**src/rtl/fetch_stage_pkg.sv**
```systemverilog
// Shared definitions for the IF stage: FSM state encoding and the default bubble word.
// Imported by the fetch stage, its IF/ID register and anything else that decodes IF state.
package fetch_stage_pkg;

  typedef enum logic [1:0] {
    IF_ST_IDLE       = 2'd0,
    IF_ST_FETCH      = 2'd1,
    IF_ST_MISS       = 2'd2,
    IF_ST_MISS_REDIR = 2'd3
  } if_state_e;

  // sll $0,$0,0
  localparam logic [31:0] NOP_INSTR_DEFAULT = 32'h0000_0000;

  function automatic logic [31:0] word_align(input logic [31:0] addr);
    return addr & ~32'd3;
  endfunction

endpackage

```
**src/rtl/fetch_stage_if_id_reg.sv**
```systemverilog
// IF/ID pipeline register with flush and load controls.
// Holding is the default; a flush inserts a bubble but keeps PCPlus4.
module if_id_reg
  import fetch_stage_pkg::*;
#(
  parameter logic [31:0] NOP_INSTR = NOP_INSTR_DEFAULT
) (
  input  logic        clk_i,
  input  logic        rst_i,
  input  logic        load_i,
  input  logic        flush_i,
  input  logic [31:0] instr_i,
  input  logic [31:0] pcplus4_i,
  output logic [31:0] instr_o,
  output logic [31:0] pcplus4_o,
  output logic        valid_o
);

  logic [31:0] r_instr;
  logic [31:0] r_pcplus4;
  logic        r_valid;

  always_ff @(posedge clk_i) begin
    if (rst_i) begin
      r_instr   <= NOP_INSTR;
      r_pcplus4 <= 32'd0;
      r_valid   <= 1'b0;
    end else if (flush_i) begin
      r_instr <= NOP_INSTR;
      r_valid <= 1'b0;
    end else if (load_i) begin
      r_instr   <= instr_i;
      r_pcplus4 <= pcplus4_i;
      r_valid   <= 1'b1;
    end
  end

  assign instr_o   = r_instr;
  assign pcplus4_o = r_pcplus4;
  assign valid_o   = r_valid;

endmodule

```
**src/rtl/fetch_stage.sv**
```systemverilog
// MIPS IF stage: PC register, I-cache request FSM and pending-redirect register.
// The IF/ID register lives in if_id_reg and is driven by load/flush strobes from here.
module fetch_stage
  import fetch_stage_pkg::*;
#(
  parameter logic [31:0] RESET_PC  = 32'h0000_0000,
  parameter logic [31:0] NOP_INSTR = NOP_INSTR_DEFAULT
) (
  input  logic        clk_i,
  input  logic        rst_i,
  output logic        ICacheReq_o,
  output logic [31:0] ICacheAddr_o,
  input  logic [31:0] ICacheRdata_i,
  input  logic        ICacheStall_i,
  input  logic        Stall_i,
  input  logic        Redirect_i,
  input  logic [31:0] RedirectPC_i,
  output logic [31:0] Instr_o,
  output logic [5:0]  Opcode_o,
  output logic [5:0]  Funct_o,
  output logic [31:0] PCPlus4_o,
  output logic        Valid_o
);

  if_state_e   r_state;
  if_state_e   w_state_next;
  logic [31:0] r_pc;
  logic [31:0] w_pc_next;
  logic [31:0] r_redir_pc;
  logic [31:0] w_redir_pc_next;
  logic [31:0] w_pc_plus4;
  logic [31:0] w_redir_target;
  logic        w_req;
  logic        w_load;
  logic        w_flush;

  assign w_pc_plus4     = r_pc + 32'd4;
  assign w_redir_target = word_align(RedirectPC_i);

  always_ff @(posedge clk_i) begin
    if (rst_i) begin
      r_state    <= IF_ST_IDLE;
      r_pc       <= RESET_PC;
      r_redir_pc <= 32'd0;
    end else begin
      r_state    <= w_state_next;
      r_pc       <= w_pc_next;
      r_redir_pc <= w_redir_pc_next;
    end
  end

  always_comb begin
    w_state_next    = r_state;
    w_pc_next       = r_pc;
    w_redir_pc_next = r_redir_pc;
    w_req           = 1'b0;
    w_load          = 1'b0;
    w_flush         = 1'b0;
    case (r_state)
      IF_ST_IDLE: begin
        w_state_next = IF_ST_FETCH;
      end
      IF_ST_FETCH, IF_ST_MISS: begin
        w_req = 1'b1;
        if (ICacheStall_i) begin
          // The address must stay put during a miss, so a redirect is only remembered.
          w_state_next = Redirect_i ? IF_ST_MISS_REDIR : IF_ST_MISS;
          if (Redirect_i) w_redir_pc_next = w_redir_target;
          w_flush = Redirect_i || !Stall_i;
        end else if (Redirect_i) begin
          w_state_next = IF_ST_FETCH;
          w_pc_next    = w_redir_target;
          w_flush      = 1'b1;
        end else if (Stall_i) begin
          w_state_next = IF_ST_FETCH;
        end else begin
          w_state_next = IF_ST_FETCH;
          w_pc_next    = w_pc_plus4;
          w_load       = 1'b1;
        end
      end
      IF_ST_MISS_REDIR: begin
        w_req = 1'b1;
        if (ICacheStall_i) begin
          if (Redirect_i) w_redir_pc_next = w_redir_target;
          w_flush = Redirect_i || !Stall_i;
        end else begin
          w_state_next = IF_ST_FETCH;
          w_pc_next    = Redirect_i ? w_redir_target : r_redir_pc;
          w_flush      = 1'b1;
        end
      end
      default: w_state_next = IF_ST_IDLE;
    endcase
  end

  if_id_reg #(.NOP_INSTR(NOP_INSTR)) u_if_id_reg (
    .clk_i     (clk_i),
    .rst_i     (rst_i),
    .load_i    (w_load),
    .flush_i   (w_flush),
    .instr_i   (ICacheRdata_i),
    .pcplus4_i (w_pc_plus4),
    .instr_o   (Instr_o),
    .pcplus4_o (PCPlus4_o),
    .valid_o   (Valid_o)
  );

  assign ICacheReq_o  = w_req;
  assign ICacheAddr_o = r_pc;
  assign Opcode_o     = Instr_o[31:26];
  assign Funct_o      = Instr_o[5:0];

endmodule

```
**config.mk**
```make
export PLATFORM = sky130hd
export DESIGN_NAME = fetch_stage
export DESIGN_NICKNAME = d
export VERILOG_FILES = /design/src/rtl/fetch_stage_pkg.sv /design/src/rtl/fetch_stage_if_id_reg.sv /design/src/rtl/fetch_stage.sv
export SDC_FILE = /design/constraint.sdc
export NUM_CORES = 1
export LEC_CHECK = 0
export BUFFER_PORTS_ARGS = -buffer_cell sky130_fd_sc_hd__buf_2
export CORE_ASPECT_RATIO = 0.75
export CORE_MARGIN = 1
export CORE_UTILIZATION = 45
export CTS_CLUSTER_DIAMETER = 100
export DETAILED_ROUTE_END_ITERATION = 7
export PLACE_DENSITY_LB_ADDON = 0.12
export SETUP_SLACK_MARGIN = 0.02
export SLEW_MARGIN = 20
export SYNTH_ARGS = -nofsm -noshare
export SYNTH_HDL_FRONTEND = slang
export SYNTH_SLANG_ARGS = --single-unit
```
**constraint.sdc**
```tcl
create_clock -name clk_i -period 2.1 [get_ports clk_i]
set_input_delay 0.63 -clock clk_i [delete_from_list [all_inputs] [get_ports clk_i]]
set_output_delay 0.63 -clock clk_i [all_outputs]
set_load 0.005 [all_outputs]
```
**Word level (Yosys, flattened, before mapping)**

Index checks and enable logic that the tools add are counted.

- Input port bits: 69
- Output and inout port bits: 110
- Logic and storage cells: 43
- Bits in registers: 131

- Add/sub/neg operators: 1
- Muxes and demuxes: 19
- Equality and inequality tests: 6
- Reduce and logical (&&, ||, !) cells: 10
- Bitwise operators: 1

Operators by type and width:

| cell | number |
|---|---|
| two-way mux 32 bit | 5 |
| one-hot mux 32 bit (2 select lines) | 1 |
| adder 32 x 3 -> 32 bit (second input constant) | 1 |
| two-way mux 1 bit | 9 |
| one-hot mux 2 bit (3 select lines) | 1 |
| equality test 2 bit (second input constant) | 2 |
| two-way mux 2 bit | 2 |
| inequality test 2 bit (second input constant) | 2 |
| AND reduction 2 bit | 2 |
| AND reduction 4 bit | 1 |
| OR reduction 2 bit | 2 |
| inequality test 3 bit (second input constant) | 1 |
| OR reduction 3 bit | 1 |
| equality test 2 x 1 -> 1 bit (second input constant) | 1 |
| zero test 2 bit | 1 |
| one-hot mux 1 bit (2 select lines) | 1 |
| nonzero test 2 bit | 1 |
| zero test 1 bit | 1 |
| logical OR 1 bit | 1 |
| NOT 1 bit | 1 |

**Depth between registers and ports, before layout**

- Depth in word-level cells: 6
- Depth in mapped cells: 9
- Gate-level depth less buffers: 7

**Cells and area by module**

From an unflattened synthesis, not the netlist that was laid out.

- Cell total of the unflattened synthesis: 784
- Area, all modules: 6739.0 µm²

Modules (own cells, without submodules):

| module | area each (µm²) | sequential area each (µm²) | instances | cells each |
|---|---|---|---|---|
| fetch_stage | 4055.1 | 1321.3 | 1 | 531 |
| if_id_reg | 2683.8 | 1301.2 | 1 | 253 |

**Worst setup path before layout**

OpenSTA, ideal clock, no wires.

- Path type: input to register
- From: input port Redirect_i
- To: register u_if_id_reg.r_pcplus4[20], in the netlist u_if_id_reg.pcplus4_o[20]
- Data required time: 1.963 ns
- Arrival: 2.061 ns
- Library setup time: 0.137 ns
- Cell stages on the path: 7
- Slack: -0.098 ns
- Path buffers: 3
- Path through: buf_2 -> nor2b_1 -> nand2_1 -> a21oi_1 -> clkbuf_1 -> clkbuf_1 -> a211oi_1

- Cells in the longest elaborated chain, start to end: 5
- Elaborated cells on any way between the ends: 10
- Those cells by class: 7 x mux; 1 x bitwise; 2 x reduce/logical

RTL lines:

| element | line | source |
|---|---|---|
| start, declared | fetch_stage.sv:16 | `input logic Redirect_i,` |
| two-way mux 1 bit or logical OR 1 bit (tied branches) | fetch_stage.sv:70, fetch_stage.sv:69, fetch_stage.sv:86 |  |
| two-way mux 1 bit, on equally long branches | fetch_stage.sv:65, fetch_stage.sv:84 |  |
| one-hot mux 1 bit (2 select lines) | fetch_stage.sv:59 | `case (r_state)` |
| NOT 1 bit (no line) | -- |  |
| AND reduction 2 bit (no line) (*) | -- |  |
| end signal, assigned | fetch_stage_if_id_reg.sv:33 | `r_pcplus4 <= pcplus4_i;` |
| end, declared | fetch_stage_if_id_reg.sv:20 | `logic [31:0] r_pcplus4;` |

Every way passes the cells marked *; elsewhere a longest branch is shown, timed or not.
A chain may end at the register's enable or synchronous reset.

**Worst setup path in the final report**

- From: register r_pc[2], in the netlist ICacheAddr_o[2]
- To: register r_pc[20], in the netlist ICacheAddr_o[20]

- Cells in the longest elaborated chain, start to end: 5

RTL lines:

| element | line | source |
|---|---|---|
| start, declared | fetch_stage.sv:27 | `logic [31:0] r_pc;` |
| start signal, assigned | fetch_stage.sv:47 | `r_pc <= w_pc_next;` |
| adder 32 x 3 -> 32 bit | fetch_stage.sv:37 | `assign w_pc_plus4 = r_pc + 32'd4;` |
| two-way mux 32 bit | fetch_stage.sv:74 | `end else if (Stall_i) begin` |
| two-way mux 32 bit | fetch_stage.sv:70 | `end else if (Redirect_i) begin` |
| two-way mux 32 bit | fetch_stage.sv:65 | `if (ICacheStall_i) begin` |
| one-hot mux 32 bit (2 select lines) | fetch_stage.sv:59 |  |

Every way passes these cells. The select of a mux whose other input is x is not followed.

==> impl_metrics.yaml <==
outcome:
  run_status: "complete, no violations"
run:
  maxCapViolCount: 0
logic_synthesis:
  avgSynthCellArea_um2: 7.685
  async_flop_share_pct: 0
  synthFlopType: "dfxtp_1"
  ys_seq_area_share_pct: 43.20
  synth_cell_types: 49
  netlist_area_um2: 6071
  syn_nets: 862
  synth_seq_cells: 131
  yosysWarnings: 0
  synthCells: 790
  synth_edf_count: 0
die:
  design.core.area_um2: 13060
  pin_count: 179
  fp.dieArea_um2: 13960
  die_y_um: 102.6
  start_util_pct: 46.48
  die_w_um: 136.1
  placement_rows: 36
drt:
  vias: 6219
  wl_per_cell_um: 15.94
  dr.pass1.iters: 6
  drtIter0Drc: 614
  route.detailed.drc: 0
  ant_nets: 0
  avgViaCountPerCell: 5.380
  wl_mm: 18.42
setup_path:
  path_class: "reg -> reg"
  crit_required_ns: 2.45
  reg2regPathDepth: 7
  end_kind: "flop"
  arrival_ns: 2.39
  crit_family: "simple AND/OR/NAND/NOR gates"
  crit_chain: "ha_4, nand4_1, or4_4, buf_6, nor4_2, o21ai_0, a21oi_1"
  worst_setup_path_start_kind: "flop"
  worst-path-max-fanout: 7
  path_depth: 7
  cpMaxStageDelayCell: "or4_4"
  r2r-start: "ICacheAddr_o[2]"
  startpoint: "ICacheAddr_o[2]"
  crit_path_max_incr_delay_ns: 0.62
  path_buf_inv: 1
layout:
  drive_gt1_share_pct: 30.36
  post-route-util_pct: 62.26
  fillers: 1199
  num_antenna_cells: 0
  syn2layout_area_growth_pct: 33.97
  fin_cells: 1156
  final_nets: 1044
grt:
  grt_pass1_wl_mm: 27.88
  antenna_found_initial: 0
  grt_pass1_vias: 5372
  grt.overflow.total: 0
  grt_max_degree: 60
  busiest_layer: "met1"
  gr-usage-all-layers_pct: 26.28
  use_met1_pct: 39.70
  use_met3_pct: 5.310
  gr-usage-met2_pct: 37.09
clock_network:
  root_buffer: "clkbuf_16"
  cts_num_sinks: 131
  hold_buffers: 0
  cts_max_level: 4
  clk_latency_ns: 0.42
  clk_pin_slew_ns: 0.06
  cts_buffers: 17
  cts_buffer_depth: 2
  cts_tree: "yes"
sta:
  period_share_pct: 97.18
  skew_ns: 0.005124
  final_max_slew_viol_count: 0
  finalHoldViolCount: 0
  slew_headroom_pct: 61.12
  fmax_mhz: 490.0
  post-route-min-period_ns: 2.041
  rsz0062_at_grt: "true"
  setup_viol: 0
  worst_pin_slew_ns: 0.5772
min_path:
  whs_path_depth: 3
  hp-start: "ICacheRdata_i[21]"
  hold_class: "in -> reg"
pwr:
  p_seq_share_pct: 40.5
  p_sw_uw: 1648
  p_clk_share_pct: 46.8
  max-vdd-ir-drop_uv: 678.9
  internal-power_uw: 4985
  power_leakage_uw: 0.003386
  combPwrFrac_pct: 12.7
  p_per_area_nw_per_um2: 815.6
  power_switching_share_pct: 24.85
  total_power_uw: 6633
placed_design:
  gp_congestion: 0.8756
  dpl.hpwl_mm: 13.27
  numPlacedInstances: 1120
  io_buffer_count: 176
-- cells in the final DEF (no fill, tap or decap), types with 4 or more instances in the layout --
| cell | n |
|---|---|
| a21oi_1 | 99 |
| xnor2_1 | 14 |
| buf_2 | 176 |
| nand3_1 | 13 |
| nor4_1 | 4 |
| inv_1 | 8 |
| o211ai_1 | 11 |
| clkbuf_8 | 5 |
| mux2i_1 | 6 |
| dfxtp_2 | 5 |
| dfxtp_1 | 126 |
| nor2_1 | 67 |
| buf_4 | 56 |
| nand4_1 | 13 |
| nand2_1 | 185 |
| mux2_2 | 4 |
| o21ai_0 | 38 |
| and3_1 | 13 |
| xor2_1 | 12 |
| o31a_1 | 4 |
| a211oi_1 | 28 |
| a221oi_1 | 4 |
| o22ai_1 | 6 |
| buf_12 | 6 |
| clkbuf_16 | 17 |
-- registers in the layout, indices dropped and copies added, names as in the netlist --
register               count
ICacheAddr_o              32
r_redir_pc                32
u_if_id_reg.instr_o       32
u_if_id_reg.pcplus4_o     32
r_state                    2
u_if_id_reg.valid_o        1
-- cells by family after synthesis --
family | count (synthesis) | synth area share (%)
adders and majority gates | 3 | 0.6184
buffers and inverters | 87 | 6.410
DFF | 131 | 43.20
and+or+nand+nor | 315 | 22.53
muxes | 10 | 1.731
AOI/OAI and AO/OA | 218 | 21.76
xor gates and xnor gates | 26 | 3.751
-- per-stage QoR --
step / worst slack, ns / TNS (ns) / area, µm² / hold slack (ns)
after floorplan: 0.02076 / 0 / 6080 / 0.4319
after global placement: -0.001320 / -0.001320 / 7393 / 0.4381
after detailed placement: -0.04651 / -0.1194 / 7393 / 0.4435
after CTS: 0.04096 / 0 / 8041 / 0.4348
after global routing: -0.005844 / -0.005844 / 8133 / 0.4399
final: 0.05927 / 0 / 8133 / 0.4474
-- layout make-up --
type	instances	area, µm²	area share (%)
clock inverter	8	122.6	1.508
timing repair buffer	241	1459	17.94
sequential	131	2629	32.32
clock buffer	24	501.7	6.169
multi-input combinational	572	3173	39.02
tap	171	214.0	2.631
inverter	9	33.78	0.4154
-- synth_stat cells, drive strengths merged (3+ instances only) --
| library cell | count | share of area (%) |
|---|---|---|
| nand2 | 185 | 11 |
| nor4 | 7 | 0.82 |
| dfxtp | 131 | 43 |
| nor3 | 3 | 0.25 |
| clkbuf | 55 | 3.4 |
| inv | 9 | 0.56 |
| o31a | 4 | 0.58 |
| xor2 | 12 | 1.7 |
| nand3 | 14 | 1.4 |
| o21ai | 38 | 3.1 |
| a221oi | 4 | 0.58 |
| ha | 3 | 0.62 |
| mux2 | 4 | 0.74 |
| o32ai | 3 | 0.43 |
| buf | 23 | 2.5 |
| o31ai | 3 | 0.37 |
| o211ai | 11 | 1.4 |
| a221o | 3 | 0.49 |
| a31oi | 3 | 0.31 |
| nor2 | 67 | 4.1 |
| a211oi | 29 | 3.6 |
| xnor2 | 14 | 2.0 |
| mux2i | 6 | 0.99 |
| and3 | 13 | 1.3 |
| a2bb2oi | 3 | 0.43 |
| a21oi | 100 | 8.2 |
| nand4 | 14 | 1.5 |
| o22ai | 6 | 0.62 |
-- worst register-to-register path, delay by kind of cell, from the launching register on --
| kind | cells | cell delay, ns |
|---|---|---|
| buffers and inverters | 1 | 0.16 |
| and+or+nand+nor | 3 | 1.07 |
| AOI/OAI and AO/OA | 2 | 0.25 |
| adders and majority gates | 1 | 0.15 |
| DFF | 1 | 0.35 |
-- power groups by stage --
stage	logic, µW	registers, µW	clock network, µW
floorplan	420	2730	0
global placement	794	2730	0
detailed placement	806	2740	0
CTS	820	2680	3140
global route	923	2700	3270
finish	841	2690	3100
-- metal layers --
layer  vias up  share of wire [%]
met1      2832                 48
met4         0                1.1
met2       254                 42
li1       3117                  -
met5         -                  0
met3        16                9.2
-- final timing paths --
path / endpoint / slack (ns)
worst max-delay path: ICacheAddr_o[20] / 0.06
worst min-delay path: u_if_id_reg.instr_o[21] / 0.45
worst max register to register: ICacheAddr_o[20] / 0.06
worst min register to register: r_redir_pc[11] / 0.45
-- timing repair --
item / 4_1_cts / 5_1_grt
resized for setup: 4 / 14
pin swaps: 0 / 4
setup endpoints to repair: 20 / 33
buffers inserted: 0 / 4
Note: power is estimated with default switching activity, not from simulation.
